**src/rtl/shift_reg_sequencer_pkg.sv**
```systemverilog
// Shared definitions for the shift register sequencer and its datapath register.
// Contents:
//   WIDTH / CNT_W / CMPL_W : default datapath, repeat-count and completion-counter widths
//   OP_*                   : register select codes, also decoded by the datapath register
//   state_t                : sequencer FSM state encoding
package shift_reg_pkg;

    localparam int WIDTH  = 4;
    localparam int CNT_W  = 3;
    localparam int CMPL_W = 8;

    localparam logic [2:0] OP_HOLD   = 3'b000;
    localparam logic [2:0] OP_LOAD   = 3'b001;
    localparam logic [2:0] OP_SHR_IN = 3'b010;
    localparam logic [2:0] OP_SHL_IN = 3'b011;
    localparam logic [2:0] OP_ROT_R  = 3'b100;
    localparam logic [2:0] OP_ROT_B  = 3'b101;
    localparam logic [2:0] OP_ADD    = 3'b110;
    localparam logic [2:0] OP_CLR    = 3'b111;

    typedef enum logic [1:0] {
        ST_IDLE   = 2'b00,
        ST_ISSUE  = 2'b01,
        ST_SETTLE = 2'b10,
        ST_RESP   = 2'b11
    } state_t;

endpackage

```
**src/rtl/shift_reg_sequencer_if.sv**
```systemverilog
// Command / response channel between a host-side requester and the sequencer.
// Signals:
//   cmd_valid/cmd_ready : command handshake; cmd_op, cmd_data, cmd_count qualify it
//   rsp_valid/rsp_ready : response handshake; rsp_data carries the register contents
// Modports: master = requester side, slave = sequencer side.
interface shift_reg_sequencer_if #(
    parameter int WIDTH = shift_reg_pkg::WIDTH,
    parameter int CNT_W = shift_reg_pkg::CNT_W
);

    logic             cmd_valid;
    logic             cmd_ready;
    logic [2:0]       cmd_op;
    logic [WIDTH-1:0] cmd_data;
    logic [CNT_W-1:0] cmd_count;
    logic             rsp_valid;
    logic             rsp_ready;
    logic [WIDTH-1:0] rsp_data;

    modport master (
        output cmd_valid, cmd_op, cmd_data, cmd_count, rsp_ready,
        input  cmd_ready, rsp_valid, rsp_data
    );

    modport slave (
        input  cmd_valid, cmd_op, cmd_data, cmd_count, rsp_ready,
        output cmd_ready, rsp_valid, rsp_data
    );

endinterface

```
**src/rtl/shift_reg_sequencer_repeat_counter.sv**
```systemverilog
// srs_repeat_counter: loadable down-counter that times the ISSUE phase.
// Ports:
//   clk, reset      : clock, asynchronous active-low reset
//   load, load_val  : load the repeat count (already normalised to >= 1)
//   dec             : count down one step
//   last            : high while the current issue cycle is the final one
module srs_repeat_counter #(
    parameter int CNT_W = shift_reg_pkg::CNT_W
) (
    input  logic             clk,
    input  logic             reset,
    input  logic             load,
    input  logic [CNT_W-1:0] load_val,
    input  logic             dec,
    output logic             last
);

    logic [CNT_W-1:0] count_r;
    logic             last_r;

    // Count register; last is precomputed so it is a clean flop output in ISSUE.
    always_ff @(posedge clk or negedge reset) begin
        if (!reset) begin
            count_r <= {CNT_W{1'b0}};
            last_r  <= 1'b0;
        end else if (load) begin
            count_r <= load_val;
            last_r  <= (load_val == CNT_W'(1));
        end else if (dec) begin
            count_r <= count_r - CNT_W'(1);
            last_r  <= (count_r == CNT_W'(2));
        end else begin
            count_r <= count_r;
            last_r  <= last_r;
        end
    end

    assign last = last_r;

endmodule

```
**src/rtl/shift_reg_sequencer.sv**
```systemverilog
// shift_reg_sequencer: accepts one command, drives the shift register select and
// data lines for N cycles, lets the register settle one cycle, then returns its
// contents on the response channel.
// Ports:
//   clk, reset : clock, asynchronous active-low reset (shared with the register)
//   host       : command/response channel (slave side)
//   sr_sel     : register select, HOLD outside the issue phase
//   sr_d_in    : register data input, zero outside the issue phase
//   sr_d_out   : register contents
//   busy       : high whenever the sequencer is not idle
//   cmpl_cnt   : completed response count, wraps
module shift_reg_sequencer
    import shift_reg_pkg::*;
#(
    parameter int WIDTH  = shift_reg_pkg::WIDTH,
    parameter int CNT_W  = shift_reg_pkg::CNT_W,
    parameter int CMPL_W = shift_reg_pkg::CMPL_W
) (
    input  logic                 clk,
    input  logic                 reset,
    shift_reg_sequencer_if.slave host,
    output logic [2:0]           sr_sel,
    output logic [WIDTH-1:0]     sr_d_in,
    input  logic [WIDTH-1:0]     sr_d_out,
    output logic                 busy,
    output logic [CMPL_W-1:0]    cmpl_cnt
);

    state_t state_r;
    state_t state_nxt_s;

    logic              accept_s;
    logic              last_s;
    logic [CNT_W-1:0]  load_val_s;
    logic [2:0]        op_r;
    logic [WIDTH-1:0]  data_r;

    logic [2:0]        sel_r,       sel_nxt_s;
    logic [WIDTH-1:0]  d_in_r,      d_in_nxt_s;
    logic              rsp_valid_r, rsp_valid_nxt_s;
    logic [WIDTH-1:0]  rsp_data_r,  rsp_data_nxt_s;
    logic              busy_r,      busy_nxt_s;
    logic [CMPL_W-1:0] cmpl_r,      cmpl_nxt_s;

    assign accept_s   = (state_r == ST_IDLE) && host.cmd_valid;
    // A zero repeat count still performs one operation.
    assign load_val_s = (host.cmd_count == {CNT_W{1'b0}}) ? CNT_W'(1) : host.cmd_count;

    srs_repeat_counter #(.CNT_W(CNT_W)) u_repeat (
        .clk      (clk),
        .reset    (reset),
        .load     (accept_s),
        .load_val (load_val_s),
        .dec      (state_r == ST_ISSUE),
        .last     (last_s)
    );

    // FSM state register.
    always_ff @(posedge clk or negedge reset) begin
        if (!reset) begin
            state_r <= ST_IDLE;
        end else begin
            state_r <= state_nxt_s;
        end
    end

    // FSM next-state logic.
    always_comb begin
        state_nxt_s = state_r;
        case (state_r)
            ST_IDLE:   state_nxt_s = host.cmd_valid ? ST_ISSUE : ST_IDLE;
            ST_ISSUE:  state_nxt_s = last_s ? ST_SETTLE : ST_ISSUE;
            ST_SETTLE: state_nxt_s = ST_RESP;
            ST_RESP:   state_nxt_s = host.rsp_ready ? ST_IDLE : ST_RESP;
            default:   state_nxt_s = ST_IDLE;
        endcase
    end

    // Output logic: next values for the registered outputs, keyed on the next
    // state so each output is already correct in the first cycle of that state.
    always_comb begin
        sel_nxt_s  = OP_HOLD;
        d_in_nxt_s = {WIDTH{1'b0}};
        if (state_nxt_s == ST_ISSUE) begin
            if (accept_s) begin
                sel_nxt_s  = host.cmd_op;
                d_in_nxt_s = host.cmd_data;
            end else begin
                sel_nxt_s  = op_r;
                d_in_nxt_s = data_r;
            end
        end else begin
            sel_nxt_s  = OP_HOLD;
            d_in_nxt_s = {WIDTH{1'b0}};
        end

        if (state_r == ST_SETTLE) begin
            rsp_data_nxt_s = sr_d_out;
        end else begin
            rsp_data_nxt_s = rsp_data_r;
        end

        rsp_valid_nxt_s = (state_nxt_s == ST_RESP);
        busy_nxt_s      = (state_nxt_s != ST_IDLE);

        if ((state_r == ST_RESP) && host.rsp_ready) begin
            cmpl_nxt_s = cmpl_r + CMPL_W'(1);
        end else begin
            cmpl_nxt_s = cmpl_r;
        end
    end

    // Output registers and the latched command operands.
    always_ff @(posedge clk or negedge reset) begin
        if (!reset) begin
            op_r        <= OP_HOLD;
            data_r      <= {WIDTH{1'b0}};
            sel_r       <= OP_HOLD;
            d_in_r      <= {WIDTH{1'b0}};
            rsp_valid_r <= 1'b0;
            rsp_data_r  <= {WIDTH{1'b0}};
            busy_r      <= 1'b0;
            cmpl_r      <= {CMPL_W{1'b0}};
        end else begin
            if (accept_s) begin
                op_r   <= host.cmd_op;
                data_r <= host.cmd_data;
            end else begin
                op_r   <= op_r;
                data_r <= data_r;
            end
            sel_r       <= sel_nxt_s;
            d_in_r      <= d_in_nxt_s;
            rsp_valid_r <= rsp_valid_nxt_s;
            rsp_data_r  <= rsp_data_nxt_s;
            busy_r      <= busy_nxt_s;
            cmpl_r      <= cmpl_nxt_s;
        end
    end

    assign host.cmd_ready = (state_r == ST_IDLE);
    assign host.rsp_valid = rsp_valid_r;
    assign host.rsp_data  = rsp_data_r;
    assign sr_sel         = sel_r;
    assign sr_d_in        = d_in_r;
    assign busy           = busy_r;
    assign cmpl_cnt       = cmpl_r;

endmodule

```
**src/flat_wrapper.sv**
```systemverilog
// flat-port wrapper written by rule: the top's interface ports become plain ports
module shift_reg_sequencer_flat import shift_reg_pkg::*;
#(
    parameter int WIDTH  = shift_reg_pkg::WIDTH,
    parameter int CNT_W  = shift_reg_pkg::CNT_W,
    parameter int CMPL_W = shift_reg_pkg::CMPL_W
)
  (clk, reset, sr_sel, sr_d_in, sr_d_out, busy, cmpl_cnt, host_cmd_valid, host_cmd_op, host_cmd_data, host_cmd_count, host_rsp_ready, host_cmd_ready, host_rsp_valid, host_rsp_data);
  shift_reg_sequencer_if #(.WIDTH(WIDTH), .CNT_W(CNT_W)) host_i ();
  input  logic clk;
  input  logic reset;
  output logic [2:0] sr_sel;
  output logic [WIDTH-1:0] sr_d_in;
  input  logic [WIDTH-1:0] sr_d_out;
  output logic busy;
  output logic [CMPL_W-1:0] cmpl_cnt;
  input wire logic [$bits(host_i.cmd_valid)-1:0] host_cmd_valid;
  input wire logic [$bits(host_i.cmd_op)-1:0] host_cmd_op;
  input wire logic [$bits(host_i.cmd_data)-1:0] host_cmd_data;
  input wire logic [$bits(host_i.cmd_count)-1:0] host_cmd_count;
  input wire logic [$bits(host_i.rsp_ready)-1:0] host_rsp_ready;
  output wire logic [$bits(host_i.cmd_ready)-1:0] host_cmd_ready;
  output wire logic [$bits(host_i.rsp_valid)-1:0] host_rsp_valid;
  output wire logic [$bits(host_i.rsp_data)-1:0] host_rsp_data;
  assign host_i.cmd_valid = host_cmd_valid;
  assign host_i.cmd_op = host_cmd_op;
  assign host_i.cmd_data = host_cmd_data;
  assign host_i.cmd_count = host_cmd_count;
  assign host_i.rsp_ready = host_rsp_ready;
  assign host_cmd_ready = host_i.cmd_ready;
  assign host_rsp_valid = host_i.rsp_valid;
  assign host_rsp_data = host_i.rsp_data;
  shift_reg_sequencer #(.WIDTH(WIDTH), .CNT_W(CNT_W), .CMPL_W(CMPL_W)) u_core (.clk(clk), .reset(reset), .host(host_i), .sr_sel(sr_sel), .sr_d_in(sr_d_in), .sr_d_out(sr_d_out), .busy(busy), .cmpl_cnt(cmpl_cnt));
endmodule
```
**config.mk**
```make
export PLATFORM = sky130hd
export DESIGN_NAME = shift_reg_sequencer_flat
export DESIGN_NICKNAME = d
export VERILOG_FILES = /design/src/rtl/shift_reg_sequencer_pkg.sv /design/src/rtl/shift_reg_sequencer_if.sv /design/src/rtl/shift_reg_sequencer_repeat_counter.sv /design/src/rtl/shift_reg_sequencer.sv /design/src/flat_wrapper.sv
export SDC_FILE = /design/constraint.sdc
export NUM_CORES = 1
export LEC_CHECK = 0
export CAP_MARGIN = 20
export CORE_MARGIN = 2
export CORE_UTILIZATION = 39
export CTS_CLUSTER_SIZE = 40
export DETAILED_ROUTE_END_ITERATION = 16
export PLACE_DENSITY_LB_ADDON = 0.15
export SYNTH_ARGS = -nofsm -noshare
export SYNTH_HDL_FRONTEND = slang
export SYNTH_SLANG_ARGS = --single-unit
```
**constraint.sdc**
```tcl
create_clock -name clk -period 1.6 [get_ports clk]
set_input_delay 0.32 -clock clk [delete_from_list [all_inputs] [get_ports clk]]
set_output_delay 0.32 -clock clk [all_outputs]
set_load 0.01 [all_outputs]
```
# ---- Word-level counts from Yosys, hierarchy flattened
# Index checks and enable logic that the tools add are counted.
dict set report classes {
  eq_ne 7
  n_lt_le_gt_ge 0
  div_mod_pow 0
  muxes 13
  add_sub_neg 2
  n_reduce_logical 6
  mul 0
  shifts 0
  bitwise 0
}
# op count
set op_table {}
lappend op_table {{$mux W3} 5}
lappend op_table {{$add A8 B1 Y8 const B} 1}
lappend op_table {{$mux W4} 2}
lappend op_table {{$pmux W2 S4} 1}
lappend op_table {{$eq A2 B2 Y1 const B} 3}
lappend op_table {{$eq A2 B1 Y1 const B} 2}
lappend op_table {{$mux W2} 2}
lappend op_table {{$reduce_bool A2 Y1} 2}
lappend op_table {{$eq A3 B1 Y1 const B} 1}
lappend op_table {{$eq A3 B2 Y1 const B} 1}
lappend op_table {{$logic_not A3 Y1} 1}
lappend op_table {{$mux W1} 3}
lappend op_table {{$sub A3 B1 Y3 const B} 1}
lappend op_table {{$logic_and A1 B1 Y1} 2}
lappend op_table {{$logic_not A2 Y1} 1}
dict set report word_totals {
  in_bits 18
  wordCells 39
  mem_bits_ro 0
  out_inout_bits 22
  memories 0
  latch_bits 0
  reg_bits 34
  ramBits 0
}

# ---- Longest topological paths before layout
# Gate-level depths: netlist of the first run.
dict set report depth {
  depth_word 4
  mapped_depth 5
}

# ---- Hierarchy
# From an unflattened synthesis of the first run, not the netlist that was laid out.
dict set report hier_totals {
  cells_unflattened 121
  area_unflattened_um2 1442.6
}
# mod area_each_um2 n_inst cells_per_inst
set modules_own_cells {}
lappend modules_own_cells {shift_reg_sequencer 1218.7 1 98}
lappend modules_own_cells {srs_repeat_counter 224.0 1 23}

# ---- Worst setup path after synthesis of the first run
# Ideal clock, no wire load.
dict set report synth_path {
  path_type {register to register}
  startpoint {register u_core.state_r[0]}
  endpoint {register u_core.sel_r[1] (netlist: u_core.sr_sel[1])}
  setup_ns 0.118
  n_path_buf 1
  period_less_slack_ns 1.397
  slack_ns 0.203
  stages_incl_launch_ff 5
  required_ns 1.482
  arrival_time_ns 1.279
  path_cell_list {dfrtp_1 -> nor3b_4 -> buf_6 -> mux2_4 -> and2b_1}
}
dict set report synth_via {
  elab_chain_cells 4
  elab_cells_between_ends 9
  classes_between {eq/ne (4); mux (3); reduce/logical (2)}
}
# item line
set synth_rtl {}
lappend synth_rtl {{start: declaration} shift_reg_sequencer.sv:29} ;# state_t state_r;
lappend synth_rtl {{start signal: assignment} shift_reg_sequencer.sv:63} ;# state_r <= state_nxt_s;
lappend synth_rtl {{$eq A2 B2 Y1 (tied with other cells)} shift_reg_sequencer.sv:70} ;# case (state_r)
lappend synth_rtl {{$pmux W2 S4 / $logic_and A1 B1 Y1 (equally long branches)} {shift_reg_sequencer.sv:70, shift_reg_sequencer.sv:45}}
lappend synth_rtl {{$eq A2 B1 Y1 / $mux W3 (equally long branches)} --}
lappend synth_rtl {{$mux W3 *} shift_reg_sequencer.sv:84} ;# if (state_nxt_s == ST_ISSUE) begin
lappend synth_rtl {{named net u_core.sel_nxt_s[1]} shift_reg_sequencer.sv:38} ;# logic [2:0] sel_r, sel_nxt_s;
lappend synth_rtl {{end signal: assignment} shift_reg_sequencer.sv:132} ;# sel_r <= sel_nxt_s;
lappend synth_rtl {{end: declaration} shift_reg_sequencer.sv:38}
# The timed path passes the listed nets; every way through them passes the cells marked *.
# A chain may end at the register's enable or synchronous reset.

# ---- Worst setup path after layout of the first run
dict set report layout_path {
  startpoint {register u_core.cmpl_r[1] (netlist: u_core.cmpl_cnt[1])}
  endpoint {output port cmpl_cnt[1]}
}
# item line
set layout_lines {}
lappend layout_lines {{start: declaration} shift_reg_sequencer.sv:43} ;# logic [CMPL_W-1:0] cmpl_r, cmpl_nxt_s;
lappend layout_lines {{start signal: assignment} shift_reg_sequencer.sv:123} ;# cmpl_r <= {CMPL_W{1'b0}};
lappend layout_lines {{start signal: assignment} shift_reg_sequencer.sv:137} ;# cmpl_r <= cmpl_nxt_s;
lappend layout_lines {{end: declaration} flat_wrapper.sv:16} ;# output logic [CMPL_W-1:0] cmpl_cnt;
# No word-level cell between the ends.

==> impl_results.md, run 1 <==
* R2R setup slack at around 0.14 ns
* YS warnings at 0
* Hold Path Class: input pin to async pin
* Reg2reg path depth at 4
* Final WS setup at 0.0567 ns
* WS Path Type: flip-flop to output pin
* Reg clk slew, reported paths at 0.07 ns
* Post-synth EDFFs at 0
* First-pass GRT wire length at around 4500 µm
* Crit path cell chain: clkdlybuf4s50_1
* RePlAce Congestion at roughly 0.85
* Routed vias at between 900 and 1,000
* Cell Rows at 22
* Final Skew at around 0.0057 ns
* Pins Over Slew Limit at 0
* Initial antenna violation count at 0
* Worst setup EP type: output pin
* Cell Area, Synth at 1430 µm²
* Synth-to-Final Area Change at 44.9%
* IO Port Bufs at 39
* Die area at around 4200 µm²
* Biggest cell delay along the critical path at between 0.5 and 0.6 ns
* MaxCap Viol Count at 0
* Arr. time, crit path at 1.22 ns
* Outcome: finished, final reports clean
* Vias per inst at 4.70
* Wl on met1 at around 1200 µm
* Worst slew margin at 80.6%
* Met2 routed WL at 1240 µm
* Slew @ Worst Pin at 0.291 ns
* Drt total wl at 2670 µm
* Cts bufs inserted at 5
* Buf+Inv Stages, Crit Path at 1
* CP max FO at 4
* Chip Width at 64.6 µm
* Worst setup path startpoint: u_core.cmpl_cnt[1]
* Final Hold Viols at 0
* Met3 Routed Length at between 150 and 200 µm
* Clock latency on the worst-skew pair at 0.28 ns
* Layout cells sized above 1 at between 20% and 30%
* First-pass DRT Iterations at 3
* Max VDD drop at a little under 0.9 mV
* GRT overflow at 0
* RSZ-0062 raised after global routing: no
* Worst r2r src: u_core.state_r[0]
* Wire per inst at 12.6 µm
* Highest metal layer with signal wires: met4
* Final ANT Viol Nets at 0
* Num ports at 40
* Post-route insts no fill at about 210
* DP Worst Slack at -0.204 ns
* Hold_buf cts at 0
* Critical path's slowest cell: clkdlybuf4s50_1
* H-tree levels at 2
* Clk sink count at 34
* Placed cells at 199
* CP startpoint kind: flip-flop
* Vias in the first global route at slightly below 1,000
* Total power at ~3.7 mW
* Sequential area share after synthesis at between 50 and 60%
* Area leader, netlist: dfrtp_1
* Mapped Cells at 106
* HPWL Detailed at 1900 µm
* Drt initial violations at 30
* Post-synth top area share at ~59%
* Critical Path RT at 1.28 ns
* Asr flop ratio synth at 100%
* Synth Area per Inst at ~14 µm²
* F_max at 0.648 GHz
* # DRC at 0
* CTS tree: done
* Final min period at about 1.5 ns
* Largest net degree at the start of global routing at 35
* Die height at around 65 µm
* Worst R2R End: u_core.sr_sel[1]
* Ranking of synthesized cells by area: dfrtp_1 (59%), mux2_2 (6.3%), xnor2_1 (4.3%)
* Yosys cell types at 33
* Net count after synthesis at between 100 and 150
* Clock Tree Buf Depth at 2
* Root buf cell: clkbuf_8
* Total core area at ~3600 µm²
* Starting density of the core at 39.8%
* Setup TNS at 0 ns
* Final setup fails at 0
* NumNets Final at 184
* Leak pwr at 0.948 nW
* Fin crit share at 96.5%
* Pwr Density at approximately 1800 nW/µm²
* GRT Overall Usage at 14.2%
* Predominant post-synthesis flop cell: dfrtp_1
* Crit path max-delay family: buffers and inverters
* N_diodes at 0
* FF+latch count, synth at 34
==> through the flow <==
stage | utilization [%] | instance area (µm²) | hold slack [ns]
floorplan | - | 1430 | 0.0244
global placement | 53.8 | 1940 | 0.462
detailed placement | 53.8 | 1940 | 0.478
CTS | 56.7 | 2040 | 0.438
global route | 57.6 | 2080 | 0.434
finish | 57.6 | 2080 | 0.429
==> metal layers <==
metal	global-route usage [%]	up-vias
met5	0	-
met3	4.69	5
met4	5.85	0
li1	-	470
met2	22.3	33
met1	18.1	489
==> cells by family after synthesis <==
| logic type | after synthesis | synth area share, % |
|---|---|---|
| AND/OR/NAND/NOR | 33 | 14.2 |
| flip-flops | 34 | 59.3 |
| adder cells (fa/ha/maj) | 3 | 2.62 |
| XOR/XNOR | 9 | 5.50 |
| AO/OA/AOI/OAI | 7 | 3.66 |
| multiplexers | 14 | 12.0 |
| buffers and inverters | 6 | 2.70 |
==> placed cells by master, fill, tap and decap left out, types with 3 or more instances in the layout <==
master	Yosys	final
clkdlybuf4s50_1	0	37
nor2_1	6	6
buf_4	2	14
xnor2_1	7	7
mux2_2	8	8
ha_1	3	3
dfrtp_1	34	32
clkbuf_8	0	6
nor2b_1	6	6
mux2_4	4	4
nand2_1	3	3
==> what timing repair did <==
item                       4_1_cts  5_1_grt
gates resized for setup          3        1
setup buffers                    1        4
setup endpoints to repair        2        4
hold endpoints to repair         0        0
==> cell usage after synthesis (2+ instances only) <==
master     n
xnor2_1    7
a221o_1    2
and3_1     2
inv_1      2
mux2_2     8
nor2_1     6
mux2_4     4
nand3_1    2
nand2_1    3
nand4_1    2
nand2b_1   2
buf_4      2
a21o_1     2
dfrtp_1   34
and2b_1    2
ha_1       3
nor2b_1    6
xor2_1     2
==> state kept, by name, indices dropped and copies added (netlist names) <==
name                     flops
u_core.state_r               2
u_core.busy                  1
u_core.host.rsp_valid        1
u_core.sr_sel                3
u_core.sr_d_in               4
u_core.u_repeat.count_r      3
u_core.host.rsp_data         4
u_core.cmpl_cnt              8
u_core.op_r                  3
u_core.data_r                4
u_core.u_repeat.last         1
==> power by group <==
| part | internal (mW) | total, mW | leakage (nW) | switching [mW] |
|---|---|---|---|---|
| registers | 1.22 | 1.43 | 0.421 | 0.213 |
| clock network | 0.345 | 0.640 | 0.0472 | 0.295 |
| logic | 0.966 | 1.59 | 0.480 | 0.622 |
==> worst max-delay path by stage <==
stage	end	slack (ns)	depth (start not counted)
CTS	cmpl_cnt[2]	0.006	1
detailed placement	u_core.sr_sel[1]	-0.20	5
finish	cmpl_cnt[1]	0.06	1
floorplan	u_core.sr_sel[1]	0.20	4
global route	cmpl_cnt[4]	0.005	1
global placement	u_core.sr_sel[1]	-0.15	5
==> area by class of cell <==
| class | instances | area (µm²) |
|---|---|---|
| Fill cell | 303 | 1530 |
| Sequential cell | 34 | 853 |
| Multi-Input combinational cell | 66 | 544 |
| Timing Repair Buffer | 54 | 517 |
| Clock buffer | 6 | 82.6 |
| Tap cell | 48 | 60.1 |
| Clock inverter | 2 | 12.5 |
| Inverter | 2 | 7.51 |
(Power assumes the default switching activity.)
==> run 2, diff against run 1 <==
TNS_END_PERCENT = 30   (was not set)
==> impl_results.md, run 2 (synthesis results as in run 1) <==
* # DRC at 0 (unchanged)
* RSZ-0062 raised after global routing: no (unchanged)
* Root buf cell: clkbuf_8 (unchanged)
* NumNets Final at 181 (was 184)
* Chip Width at 64.6 µm (unchanged)
* Pwr Density at 1750 nW/µm² (was 1760 nW/µm²)
* Leak pwr at 0.964 nW (was 0.948 nW)
* H-tree levels at 2 (unchanged)
* Clock latency on the worst-skew pair at 0.28 ns (about the same)
* Worst setup EP type: output pin (unchanged)
* Routed vias at 987 (was 997)
* CP max FO at 4 (unchanged)
* Cts bufs inserted at 5 (unchanged)
* Fillers at 307 (was 303)
* Crit path max-delay family: buffers and inverters (unchanged)
* Critical path's slowest cell: clkdlybuf4s50_1 (unchanged)
* Final Skew at 0.00533 ns (was 0.00573 ns)
* Buf+Inv Stages, Crit Path at 1 (unchanged)
* Psw at 1.12 mW (was 1.13 mW)
* Final WS setup at 0.0605 ns (was 0.0567 ns)
* Seq pwr share at 40.2% (was 39.2%)
* Initial antenna violation count at 0 (unchanged)
* Final min period at 1.54 ns (about the same)
* Drt total wl at 2630 µm (was 2670 µm)
* DP Worst Slack at -0.204 ns (unchanged)
* F_max at 0.650 GHz (was 0.648 GHz)
* Final ANT Viol Nets at 0 (unchanged)
* First-pass GRT wire length at 4490 µm (was 4510 µm)
* Clk pwr share at 17.7% (was 17.5%)
* GRT overflow at 0 (unchanged)
* Most frequent cells in the layout: clkdlybuf4s50_1 (34), dfrtp_1 (32), buf_4 (11), mux2_2 (8), xnor2_1 (7) (was clkdlybuf4s50_1 (37), dfrtp_1 (32), buf_4 (14), mux2_2 (8), xnor2_1 (7))
* Vias per inst at 4.72 (was 4.70)
* IO Port Bufs at 39 (unchanged)
* Vias in the first global route at 995 (was 994)
* Final setup fails at 0 (unchanged)
* Wire per inst at 12.6 µm (about the same)
* Outcome: finished, final reports clean (unchanged)
* Fin area at 2060 µm² (was 2080 µm²)
* Clock Tree Buf Depth at 2 (unchanged)
* Drt initial violations at 28 (was 30)
* Biggest cell delay along the critical path at 0.55 ns (about the same)
* First-pass DRT Iterations at 3 (unchanged)
* Cell Rows at 22 (unchanged)
* CP startpoint kind: flip-flop (unchanged)
* P_int at 2.49 mW (was 2.53 mW)
* Post-layout util at 57.1% (was 57.6%)
* Combinational power share at 42.1% (was 43.4%)
* CTS tree: done (unchanged)
* MaxCap Viol Count at 0 (unchanged)
* Hold_buf cts at 0 (unchanged)
* Layout cells sized above 1 at 22.4% (was 23.8%)
* HPWL Detailed at 1900 µm (unchanged)
* Starting density of the core at 39.8% (unchanged)
* Crit path cell chain: clkdlybuf4s50_1 (unchanged)
* Hold Path Class: input pin to async pin (unchanged)
* Max reg flops at 8 (unchanged)
* Total core area at 3610 µm² (unchanged)
* RePlAce Congestion at 0.849 (unchanged)
* Die height at 64.6 µm (unchanged)
* Setup TNS at 0 ns (unchanged)
* Most common cell after layout, fill and taps aside: clkdlybuf4s50_1 (unchanged)
* Synth-to-Final Area Change at 43.5% (was 44.9%)
* DP Area at 1940 µm² (unchanged)
* Largest net degree at the start of global routing at 35 (unchanged)
* Max VDD drop at 0.883 mV (about the same)
* Sw Ratio at 31.0% (was 30.9%)
* Clk sink count at 34 (unchanged)
* Pins Over Slew Limit at 0 (unchanged)
* Final Hold Viols at 0 (unchanged)
* N_diodes at 0 (unchanged)
* Final hold slack at 0.429 ns (about the same)
* Arr. time, crit path at 1.22 ns (about the same)
* GRT Overall Usage at 14.2% (about the same)
* WS Path Type: flip-flop to output pin (unchanged)
* Reg clk slew, reported paths at 0.07 ns (about the same)
* Fin crit share at 96.2% (was 96.5%)
* Area occupied by multi-input gates at 544 µm² (unchanged)
* Die area at 4180 µm² (unchanged)
* Reg area at 853 µm² (unchanged)
* Slew @ Worst Pin at 0.282 ns (was 0.291 ns)
* Critical Path RT at 1.28 ns (about the same)
* Worst slew margin at 81.2% (was 80.6%)
* Num ports at 40 (unchanged)
run 2: layout make-up:
| cell class | instances | area share (%) |
|---|---|---|
| flip-flops and latches | 34 | 41.5 |
| multi-input cells | 66 | 26.4 |
| repair buffers | 51 | 24.2 |
| clock buffers | 6 | 4.01 |
| well taps | 48 | 2.92 |
| clock inverters | 2 | 0.608 |
| inverters | 2 | 0.365 |
run 2: what timing repair did:
item                       CTS  global route
buffers inserted             0             2
setup endpoints to repair    2             4
hold endpoints to repair     0             0
gates resized for setup      4             3
run 2: stage by stage:
stage          cells  power (mW)
2_1_floorplan    106        2.32
3_3_place_gp     199        2.94
3_5_place_dp     199        2.98
4_1_cts          207        3.64
5_1_grt          209        3.91
6_report         209        3.61
run 2: power by group through the flow:
stage | logic (mW) | clock network [mW] | registers (mW)
3_3_place_gp | 1.49 | 0 | 1.45
3_5_place_dp | 1.52 | 0 | 1.46
5_1_grt | 1.71 | 0.716 | 1.49
6_report | 1.52 | 0.640 | 1.45
4_1_cts | 1.51 | 0.665 | 1.46
2_1_floorplan | 0.838 | 0 | 1.48
run 2: path summary, 6_finish.rpt:
check	startpoint	endpoint	slack [ns]	cells past startpoint
max	u_core.cmpl_cnt[3]	cmpl_cnt[3]	0.06	1
min reg2reg	u_core.cmpl_cnt[7]	u_core.cmpl_cnt[7]	0.48	1
max reg2reg	u_core.state_r[0]	u_core.sr_sel[1]	0.14	4
min	reset	u_core.data_r[1]	0.43	2
min in group clk	u_core.cmpl_cnt[7]	u_core.cmpl_cnt[7]	0.48	1
max in group asynchronous	reset	u_core.state_r[1]	0.98	2
run 2: layer usage:
| layer | track usage [%] | wire (µm) | vias to the layer above |
|---|---|---|---|
| met5 | 0 | 0 | - |
| met4 | 5.85 | 37 | 0 |
| met3 | 4.69 | 196 | 5 |
| met2 | 22.4 | 1230 | 33 |
| met1 | 17.9 | 1170 | 484 |
| li1 | - | - | 465 |
==> run 3, diff against run 2 <==
CTS_CLUSTER_DIAMETER = 60   (was not set)
==> results of run 3 <==
The final DEF is identical to that of run 2; final timing and power are the same.
